### config.mk
export PLATFORM = sky130hd
export DESIGN_NAME = pswd_provision
export DESIGN_NICKNAME = d
export VERILOG_FILES = /design/src/rtl/pswd_pkg.sv /design/src/rtl/pswd_edge_det.sv /design/src/rtl/pswd_provision.sv
export SDC_FILE = /design/constraint.sdc
export NUM_CORES = 1
export LEC_CHECK = 0
export CORE_ASPECT_RATIO = 0.6
export CORE_UTILIZATION = 42
export DETAILED_ROUTE_END_ITERATION = 6
export GPL_TIMING_DRIVEN = 0
export PLACE_DENSITY = 0.62
export SLEW_MARGIN = 20
export SYNTH_ARGS = -nofsm -noshare
export SYNTH_HDL_FRONTEND = slang
export SYNTH_SLANG_ARGS = --single-unit
### constraint.sdc
create_clock -name clk -period 6.1 [get_ports clk]
set_input_delay 1.525 -clock clk [delete_from_list [all_inputs] [get_ports clk]]
set_output_delay 1.525 -clock clk [all_outputs]
set_load 0.02 [all_outputs]
### src/rtl/pswd_pkg.sv
// Shared definitions for the password provisioning block: the FSM state
// encoding, field widths and the memory address calculation.
package pswd_pkg;

    localparam int DIGIT_W = 4;
    localparam int ADDR_W  = 5;
    localparam int USER_W  = 3;
    localparam int IDX_W   = 3;

    typedef enum logic [2:0] {
        IDLE   = 3'd0,
        ENTER1 = 3'd1,
        ENTER2 = 3'd2,
        WRITE  = 3'd3,
        DONE   = 3'd4,
        ERR    = 3'd5
    } state_t;

    // Slot base plus digit index; anything above the 5-bit address space wraps.
    function automatic logic [ADDR_W-1:0] calc_addr(
        input logic [USER_W-1:0] user,
        input logic [IDX_W-1:0]  idx,
        input logic [3:0]        len
    );
        logic [7:0] full_s;
        full_s = ({5'd0, user} * {4'd0, len}) + {5'd0, idx};
        return full_s[ADDR_W-1:0];
    endfunction

endpackage

### src/rtl/pswd_edge_det.sv
// Two-flop rising-edge detector for the digit-entry button. The first flop
// registers the raw button, the second keeps one cycle of history, so a
// held button produces exactly one single-cycle pulse.
module pswd_edge_det (
    input  logic clk,
    input  logic rst,
    input  logic din,
    output logic rise
);

    logic sync_r;
    logic prev_r;

    // Register the button and keep one cycle of history
    always_ff @(posedge clk or posedge rst) begin
        if (rst) begin
            sync_r <= 1'b0;
            prev_r <= 1'b0;
        end else begin
            sync_r <= din;
            prev_r <= sync_r;
        end
    end

    assign rise = sync_r & ~prev_r;

endmodule

### src/rtl/pswd_provision.sv
// Password change sequencer: accepts a change request from a logged-in
// session, takes the new password twice, and on a match writes it digit by
// digit into the password memory slot of the latched user.
// Optional feature: define PSWD_TIMEOUT_EN to abort entry after
// TIMEOUT_CYCLES cycles without a digit.
module pswd_provision
    import pswd_pkg::*;
#(
    parameter int          PSWD_LEN       = 4,
    parameter logic [31:0] TIMEOUT_CYCLES = 32'd500_000_000
) (
    input  logic                clk,
    input  logic                rst,
    input  logic                Logged_In,
    input  logic                Change_Req,
    input  logic [USER_W-1:0]   User_Sel,
    input  logic                Password_Enter,
    input  logic [DIGIT_W-1:0]  Password,
    output logic                wr_en,
    output logic [ADDR_W-1:0]   wr_addr,
    output logic [DIGIT_W-1:0]  wr_data,
    output logic                Busy,
    output logic                Done,
    output logic                Error
);

    localparam logic [IDX_W-1:0] LAST_IDX = IDX_W'(PSWD_LEN - 1);
    localparam logic [3:0]       LEN_4    = 4'(PSWD_LEN);

    if (PSWD_LEN < 1 || PSWD_LEN > 8) begin : g_len_chk
        $error("PSWD_LEN must be within 1..8");
    end
    if (TIMEOUT_CYCLES == 32'd0) begin : g_tmo_chk
        $error("TIMEOUT_CYCLES must be non-zero");
    end

    state_t               state_r, next_s;
    logic [IDX_W-1:0]     idx_r, idx_next_s;
    logic                 mism_r, mism_next_s;
    logic [USER_W-1:0]    user_r, user_next_s;
    logic [DIGIT_W-1:0]   buf_a_r [8];
    logic                 store_s;
    logic                 clear_s;
    logic                 digit_s;
    logic                 accept_s;
    logic                 in_enter_s;
    logic                 timeout_s;

    logic                 wr_en_r;
    logic [ADDR_W-1:0]    wr_addr_r;
    logic [DIGIT_W-1:0]   wr_data_r;
    logic                 busy_r;
    logic                 done_r;
    logic                 error_r;

    pswd_edge_det u_edge (
        .clk  (clk),
        .rst  (rst),
        .din  (Password_Enter),
        .rise (digit_s)
    );

    assign accept_s   = (state_r == IDLE) && Change_Req && Logged_In;
    assign in_enter_s = (state_r == ENTER1) || (state_r == ENTER2);

`ifdef PSWD_TIMEOUT_EN
    logic [31:0] tmo_cnt_r;

    // Inactivity counter: restarts on request acceptance and on every digit
    always_ff @(posedge clk or posedge rst) begin
        if (rst) begin
            tmo_cnt_r <= 32'd0;
        end else if (accept_s || (in_enter_s && digit_s)) begin
            tmo_cnt_r <= 32'd0;
        end else if (in_enter_s) begin
            tmo_cnt_r <= tmo_cnt_r + 32'd1;
        end else begin
            tmo_cnt_r <= 32'd0;
        end
    end

    assign timeout_s = in_enter_s && (tmo_cnt_r == (TIMEOUT_CYCLES - 32'd1));
`else
    assign timeout_s = 1'b0;
`endif

    // Next-state, index and buffer-control decisions
    always_comb begin
        next_s      = state_r;
        idx_next_s  = idx_r;
        mism_next_s = mism_r;
        user_next_s = user_r;
        store_s     = 1'b0;
        clear_s     = 1'b0;
        case (state_r)
            IDLE: begin
                if (accept_s) begin
                    next_s      = ENTER1;
                    idx_next_s  = 3'd0;
                    mism_next_s = 1'b0;
                    user_next_s = User_Sel;
                end else begin
                    next_s = IDLE;
                end
            end
            ENTER1: begin
                if (!Logged_In || timeout_s) begin
                    next_s = ERR;
                end else if (digit_s) begin
                    store_s = 1'b1;
                    if (idx_r == LAST_IDX) begin
                        idx_next_s = 3'd0;
                        next_s     = ENTER2;
                    end else begin
                        idx_next_s = idx_r + 3'd1;
                    end
                end else begin
                    next_s = ENTER1;
                end
            end
            ENTER2: begin
                if (!Logged_In || timeout_s) begin
                    next_s = ERR;
                end else if (digit_s) begin
                    if (idx_r == LAST_IDX) begin
                        idx_next_s = 3'd0;
                        if (mism_r || (Password != buf_a_r[idx_r])) begin
                            next_s = ERR;
                        end else begin
                            next_s = WRITE;
                        end
                    end else begin
                        idx_next_s = idx_r + 3'd1;
                        if (Password != buf_a_r[idx_r]) begin
                            mism_next_s = 1'b1;
                        end else begin
                            mism_next_s = mism_r;
                        end
                    end
                end else begin
                    next_s = ENTER2;
                end
            end
            WRITE: begin
                // Login loss is deliberately ignored here: never leave a partial password
                if (idx_r == LAST_IDX) begin
                    idx_next_s = 3'd0;
                    next_s     = DONE;
                end else begin
                    idx_next_s = idx_r + 3'd1;
                end
            end
            DONE, ERR: begin
                next_s      = IDLE;
                idx_next_s  = 3'd0;
                mism_next_s = 1'b0;
                clear_s     = 1'b1;
            end
            default: begin
                next_s      = IDLE;
                idx_next_s  = 3'd0;
                mism_next_s = 1'b0;
                clear_s     = 1'b1;
            end
        endcase
    end

    // State, index, mismatch flag and latched user slot
    always_ff @(posedge clk or posedge rst) begin
        if (rst) begin
            state_r <= IDLE;
            idx_r   <= 3'd0;
            mism_r  <= 1'b0;
            user_r  <= 3'd0;
        end else begin
            state_r <= next_s;
            idx_r   <= idx_next_s;
            mism_r  <= mism_next_s;
            user_r  <= user_next_s;
        end
    end

    // First-entry digit buffer, wiped after every finished or aborted change
    always_ff @(posedge clk or posedge rst) begin
        if (rst) begin
            for (int i = 0; i < 8; i++) begin
                buf_a_r[i] <= 4'd0;
            end
        end else if (clear_s) begin
            for (int i = 0; i < 8; i++) begin
                buf_a_r[i] <= 4'd0;
            end
        end else if (store_s) begin
            buf_a_r[idx_r] <= Password;
        end else begin
            buf_a_r[idx_r] <= buf_a_r[idx_r];
        end
    end

    // Outputs registered from the next state so they line up with the state
    always_ff @(posedge clk or posedge rst) begin
        if (rst) begin
            wr_en_r   <= 1'b0;
            wr_addr_r <= 5'd0;
            wr_data_r <= 4'd0;
            busy_r    <= 1'b0;
            done_r    <= 1'b0;
            error_r   <= 1'b0;
        end else begin
            busy_r  <= (next_s != IDLE);
            done_r  <= (next_s == DONE);
            error_r <= (next_s == ERR);
            if (next_s == WRITE) begin
                wr_en_r   <= 1'b1;
                wr_addr_r <= calc_addr(user_next_s, idx_next_s, LEN_4);
                wr_data_r <= buf_a_r[idx_next_s];
            end else begin
                wr_en_r   <= 1'b0;
                wr_addr_r <= 5'd0;
                wr_data_r <= 4'd0;
            end
        end
    end

    assign wr_en   = wr_en_r;
    assign wr_addr = wr_addr_r;
    assign wr_data = wr_data_r;
    assign Busy    = busy_r;
    assign Done    = done_r;
    assign Error   = error_r;

endmodule

==> results.json <==
{
  "outcome": "complete, no violations",
  "cts_setup_buffers": 0,
  "die_w_um": 113,
  "ys_types": 50,
  "max_freq_mhz": 255,
  "instances_no_fill": 447,
  "dieArea_um2": 7810,
  "cts_sinks": 57,
  "grt_pass1_wl_mm": 13.8,
  "ys.warnings.count": 0,
  "start_util": 0.451,
  "finalNetCount": 359,
  "post_drt_wl_per_cell_um": 19.4,
  "grt_overflow": 0,
  "fin_worst_skew_ns": 0.00716,
  "antenna_found_initial": 0,
  "cts_max_level": 3,
  "multiInputGateArea_um2": 1550,
  "root_buffer": "clkbuf_16",
  "busiest_layer": "met1",
  "met3_usage": 0.101,
  "layout-drive-gt1-share": 0.141,
  "worstPathArrival_ns": 4.10,
  "routed_wl_mm": 8.68,
  "period_share": 0.643,
  "clk_path_buf_depth": 2,
  "syn_inst": 308,
  "internal-power_uw": 946,
  "place_inst": 433,
  "syn2layout_area_growth_pct": 21.0,
  "hold_class": "reg2reg",
  "p_switching_uw": 556,
  "design.portCount": 25,
  "row_count": 23,
  "slew_violations": 0,
  "die_h_um": 68.9,
  "vias_per_cell": 5.89,
  "slew_headroom": 0.261,
  "rsz0062_at_grt": "no",
  "ff_latch_area_um2": 1430,
  "worst_pin_slew_ns": 1.10,
  "cts_tree": "built",
  "clkSlewWorstSetupHoldPaths_ns": 0.05,
  "endpoint_kind": "register",
  "combPwrFrac": 0.372,
  "drt-initial-drc-count": 223,
  "synth_edf_count": 0,
  "cp_data_required_time_ns": 6.28,
  "insertion_delay_ns": 0.33,
  "fillerInstances": 637,
  "path_class": "in2reg",
  "remaining_drc_errors": 0,
  "synth-main-ff-cell": "dfrtp_1",
  "antenna_cells": 0,
  "p_clk_frac": 0.303,
  "cts_hold_buf": 0,
  "cts_resized": 0,
  "pwr_density_cell_nw_per_um2": 397,
  "use_met2": 0.337,
  "hold_violations": 0,
  "synthArstFlopShare": 1.00,
  "post_synth.cell_area_avg_um2": 10.2,
  "switching_share": 0.370,
  "path_max_fanout": 9,
  "grt_pass1_vias": 2521,
  "drv_cap": 0,
  "grt_max_degree": 32,
  "seqPwrFrac": 0.325,
  "utilization": 0.546,
  "num_vias": 2631,
  "place_congestion": 0.866,
  "ant_nets": 0,
  "dr.pass1.iters": 5,
  "ir_drop_mv": 0.195,
  "p_leak_nw": 1.57,
  "cp-start-kind": "input port",
  "synth_nets": 323,
  "cts_buffers": 9,
  "ys_seq_elements": 57,
  "setup_violations": 0,
  "port_buffers": 24,
  "ys_seq_area_frac": 0.456,
  "tns_ns": 0,
  "grtUsageTotal": 0.249,
  "hpwl_mm": 6.26,
  "netlist_area_um2": 3130,
  "finalCriticalPeriod_ns": 3.92,
  "met1_usage": 0.352,
  "core_um2": 6940
}
## cells in the final DEF (no fill, tap or decap), drive strengths merged, types with 8 or more instances in the layout
cell type and instances:
mux2i 19, nor3 8, inv 11, buf 12, clkbuf 23, nor2 45, dfrtp 57, mux2 22
o22ai 9, clkdlybuf4s50 24, a211oi 33, nand2 10
## synthesized netlist by cell type, types with 4 or more instances
cell / number / share of area
a211oi_1: 33 / 0.079
a21oi_1: 5 / 0.0080
a22oi_1: 4 / 0.0096
and2_1: 5 / 0.010
clkbuf_1: 9 / 0.011
dfrtp_1: 57 / 0.46
inv_1: 11 / 0.013
mux2_2: 20 / 0.072
mux2i_1: 19 / 0.061
nand2_1: 10 / 0.012
nand3_1: 5 / 0.0080
nor2_1: 45 / 0.054
nor2b_1: 5 / 0.010
nor3_1: 8 / 0.013
nor4_1: 5 / 0.010
o22ai_1: 8 / 0.016
## routing by layer
| layer | up-vias | part of all wire | routed length, µm |
|---|---|---|---|
| met2 | 118 | 0.39 | 3370 |
| met4 | 0 | 0.013 | 114 |
| met5 | - | 0 | 0 |
| met3 | 10 | 0.10 | 864 |
| li1 | 1215 | - | - |
| met1 | 1288 | 0.50 | 4330 |
## through the flow
stage          power, mW  worst slack, ns  area [µm²]  hold slack [ns]
3_3_place_gp        1.03             1.97        3500            0.395
2_1_floorplan      0.879             2.86        3130            0.380
3_5_place_dp        1.04             1.92        3520            0.401
4_1_cts             1.50             2.24        3780            0.412
5_1_grt             1.58             2.01        3790            0.437
6_report            1.50             2.18        3790            0.409
## power by group through the flow
stage	Clock [mW]	Sequential, mW	Combinational, mW
global route	0.477	0.496	0.605
CTS	0.459	0.488	0.551
floorplan	0	0.484	0.395
global placement	0	0.490	0.535
detailed placement	0	0.493	0.548
finish	0.455	0.489	0.559
## path summary, 6_finish.rpt
path                                     from             to  slack (ns)  cells after the start
min in group asynchronous                 rst          wr_en        1.53                      2
max in group asynchronous                 rst    buf_a_r[20]        4.09                      3
worst max register to register       idx_r[0]     wr_data[0]        3.24                      8
worst max-delay path                Logged_In     wr_data[0]        2.18                      8
worst min-delay path            u_edge.sync_r  u_edge.prev_r        0.41                      0
worst min register to register  u_edge.sync_r  u_edge.prev_r        0.41                      0
## logic make-up (layout without fill, tap and decap cells)
group	after synthesis	count (layout)	share of synthesized area
xor+xnor	1	1	0.00280
buf+inv	31	70	0.0520
fa+ha+maj	4	4	0.0156
flops	57	57	0.456
compound gates	75	75	0.178
simple gates	99	99	0.154
mux	41	41	0.142
## layout make-up
class / instances / area share
Sequential cell: 57 / 0.377
Inverter: 11 / 0.0116
Timing Repair Buffer: 25 / 0.0687
Buffer: 20 / 0.0320
Tap cell: 100 / 0.0330
Multi-Input combinational cell: 220 / 0.408
Clock buffer: 14 / 0.0697
## critical path: stages
cell	delay [ns]
clkdlybuf4s50_1	0.58
nor2b_1	0.15
clkbuf_1	0.27
nand3_1	0.27
o311a_1	0.21
inv_1	0.08
o211ai_1	0.43
nor4_1	0.57
## state kept, by name, summed over array words and instances, names as in the netlist
register,cells
buf_a_r,32
wr_addr,5
wr_data,4
idx_r,3
state_r,3
user_r,3
Busy,1
Done,1
Error,1
mism_r,1
u_edge.prev_r,1
u_edge.sync_r,1
wr_en,1
Power figures use the tool's default switching activity.
==> patch, RTL diff (same flow settings) <==
The package constant `DIGIT_W` goes from 4 to 6.
--- a/src/rtl/pswd_pkg.sv
+++ b/src/rtl/pswd_pkg.sv
@@ -4,3 +4,3 @@
 
-    localparam int DIGIT_W = 4;
+    localparam int DIGIT_W = 6;
     localparam int ADDR_W  = 5;
Ports: changed (resized Password and wr_data); port bits go from 25 to 29. No check against the original RTL was run, so the function may have changed too.
==> patch against the original RTL <==
Power rose by 28%. Non-clock buffer count grew 14. Die area up 27%. Sequential cell count rose by 18. Routed wire length increased by 31%. Cell area increased by 26%. Setup slack worse by 280 ps. Area after synthesis increased by 28%. Clock power grew 15%.
==> patch: results <==
export IMPL_status="finished, final reports clean"
export IMPL_hpwl_um=8410
export IMPL_synth_async_reset_ratio_pct=100
export IMPL_cts_htree_levels=3
export IMPL_cp_slowest_cell="clkdlybuf4s50_1"
export IMPL_max_slew_worst_pin_slew_ps=1070
export IMPL_largest_reg_flops=48
export IMPL_top_register="buf_a_r"
export IMPL_gp_congestion=0.950
export IMPL_place_ws_ps=1670
export IMPL_timing_hold_ws_ps=387
export IMPL_cp_arrival_ps=4400
export IMPL_layout_min_cycle_time_ps=4200
export IMPL_top_power_group="combinational cells"
export IMPL_initialDrtViolationCount=315
export IMPL_wirelength_um=11400
export IMPL_critPathMaxFanout=10
export IMPL_worstSetupStartpoint="Logged_In"
export IMPL_timing_rr_start="idx_r[1]$_DFF_PP0_"
export IMPL_cts_resized=0
export IMPL_yosysUniqueCellTypes=47
export IMPL_critical_path_endpoint="wr_data[3]$_DFF_PP0_"
export IMPL_min_delay_start="u_edge.sync_r$_DFF_PP0_"
export IMPL_synth_nets=409
export IMPL_n_antenna_cell=0
export IMPL_grt_pass1_vias=3117
export IMPL_fin_cells=567
export IMPL_clkPwrFrac_pct=27.2
export IMPL_cts_buffer_depth=2
export IMPL_grt_pass1_wl_um=17900
export IMPL_postCtsSetupBuffers=0
export IMPL_grt_start_max_net_pins=40
export IMPL_yosys_top_cells_area="dfrtp_1 (47%), a211oi_1 (10%), mux2i_1 (8.5%)"
export IMPL_ir_drop_mv=0.206
export IMPL_drt_pass1_iterations=5
export IMPL_clkSlewWorstSetupHoldPaths_ps=60
export IMPL_skew_ps=9.43
export IMPL_io_buffers=28
export IMPL_p_seq_w=0.000635
export IMPL_numCtsBuffers=9
export IMPL_dp_cells=551
export IMPL_ff2ff_path_depth=10
export IMPL_rrSetupSlack_ps=3040
export IMPL_internal_power_w=0.00117
export IMPL_powerDensity_mw_per_mm2=405
export IMPL_synthCells=392
export IMPL_hold_path_class="reg -> reg"
export IMPL_synth_common_cells="dfrtp_1 (75), nor2_1 (58), a211oi_1 (55)"
export IMPL_viasPerCell=5.69
export IMPL_place_area_mm2=0.00446
export IMPL_slowest_delay_ps=570
export IMPL_insertion_delay_ps=340
export IMPL_p_leak_nw=1.99
export IMPL_grt_use_total_pct=24.9
export IMPL_antenna_found_initial=0
export IMPL_final_layout_size_suffix_gt1_share_pct=9.61
export IMPL_nNetsFinal=449
export IMPL_synth_seq_area_share_pct=46.9
export IMPL_hold_end="u_edge.prev_r$_DFF_PP0_"
patch: cell families after synthesis:
group,count (synthesis),share of synthesized area [%]
and+or+nand+nor,125,15.4
AOI/OAI and AO/OA,102,18.7
DFF,75,46.9
muxes,45,11.9
buffers and inverters,34,4.29
xor gates and xnor gates,8,1.75
adders and majority gates,3,0.939
patch: layout make-up:
type | instances | area (um^2)
buffer | 30 | 156
clock buffer | 10 | 229
clock inverter | 6 | 63.8
fill | 854 | 4430
inverter | 4 | 17.5
multi-input combinational | 283 | 1960
sequential | 75 | 1880
tap | 130 | 163
timing repair buffer | 29 | 300
patch: per-layer routing:
metal	track usage, %	vias up	wire length [um]
met5	0	-	0
met4	8.12	0	160
met3	6.07	18	902
met2	32.2	129	4480
met1	39.4	1558	5850
li1	-	1520	-
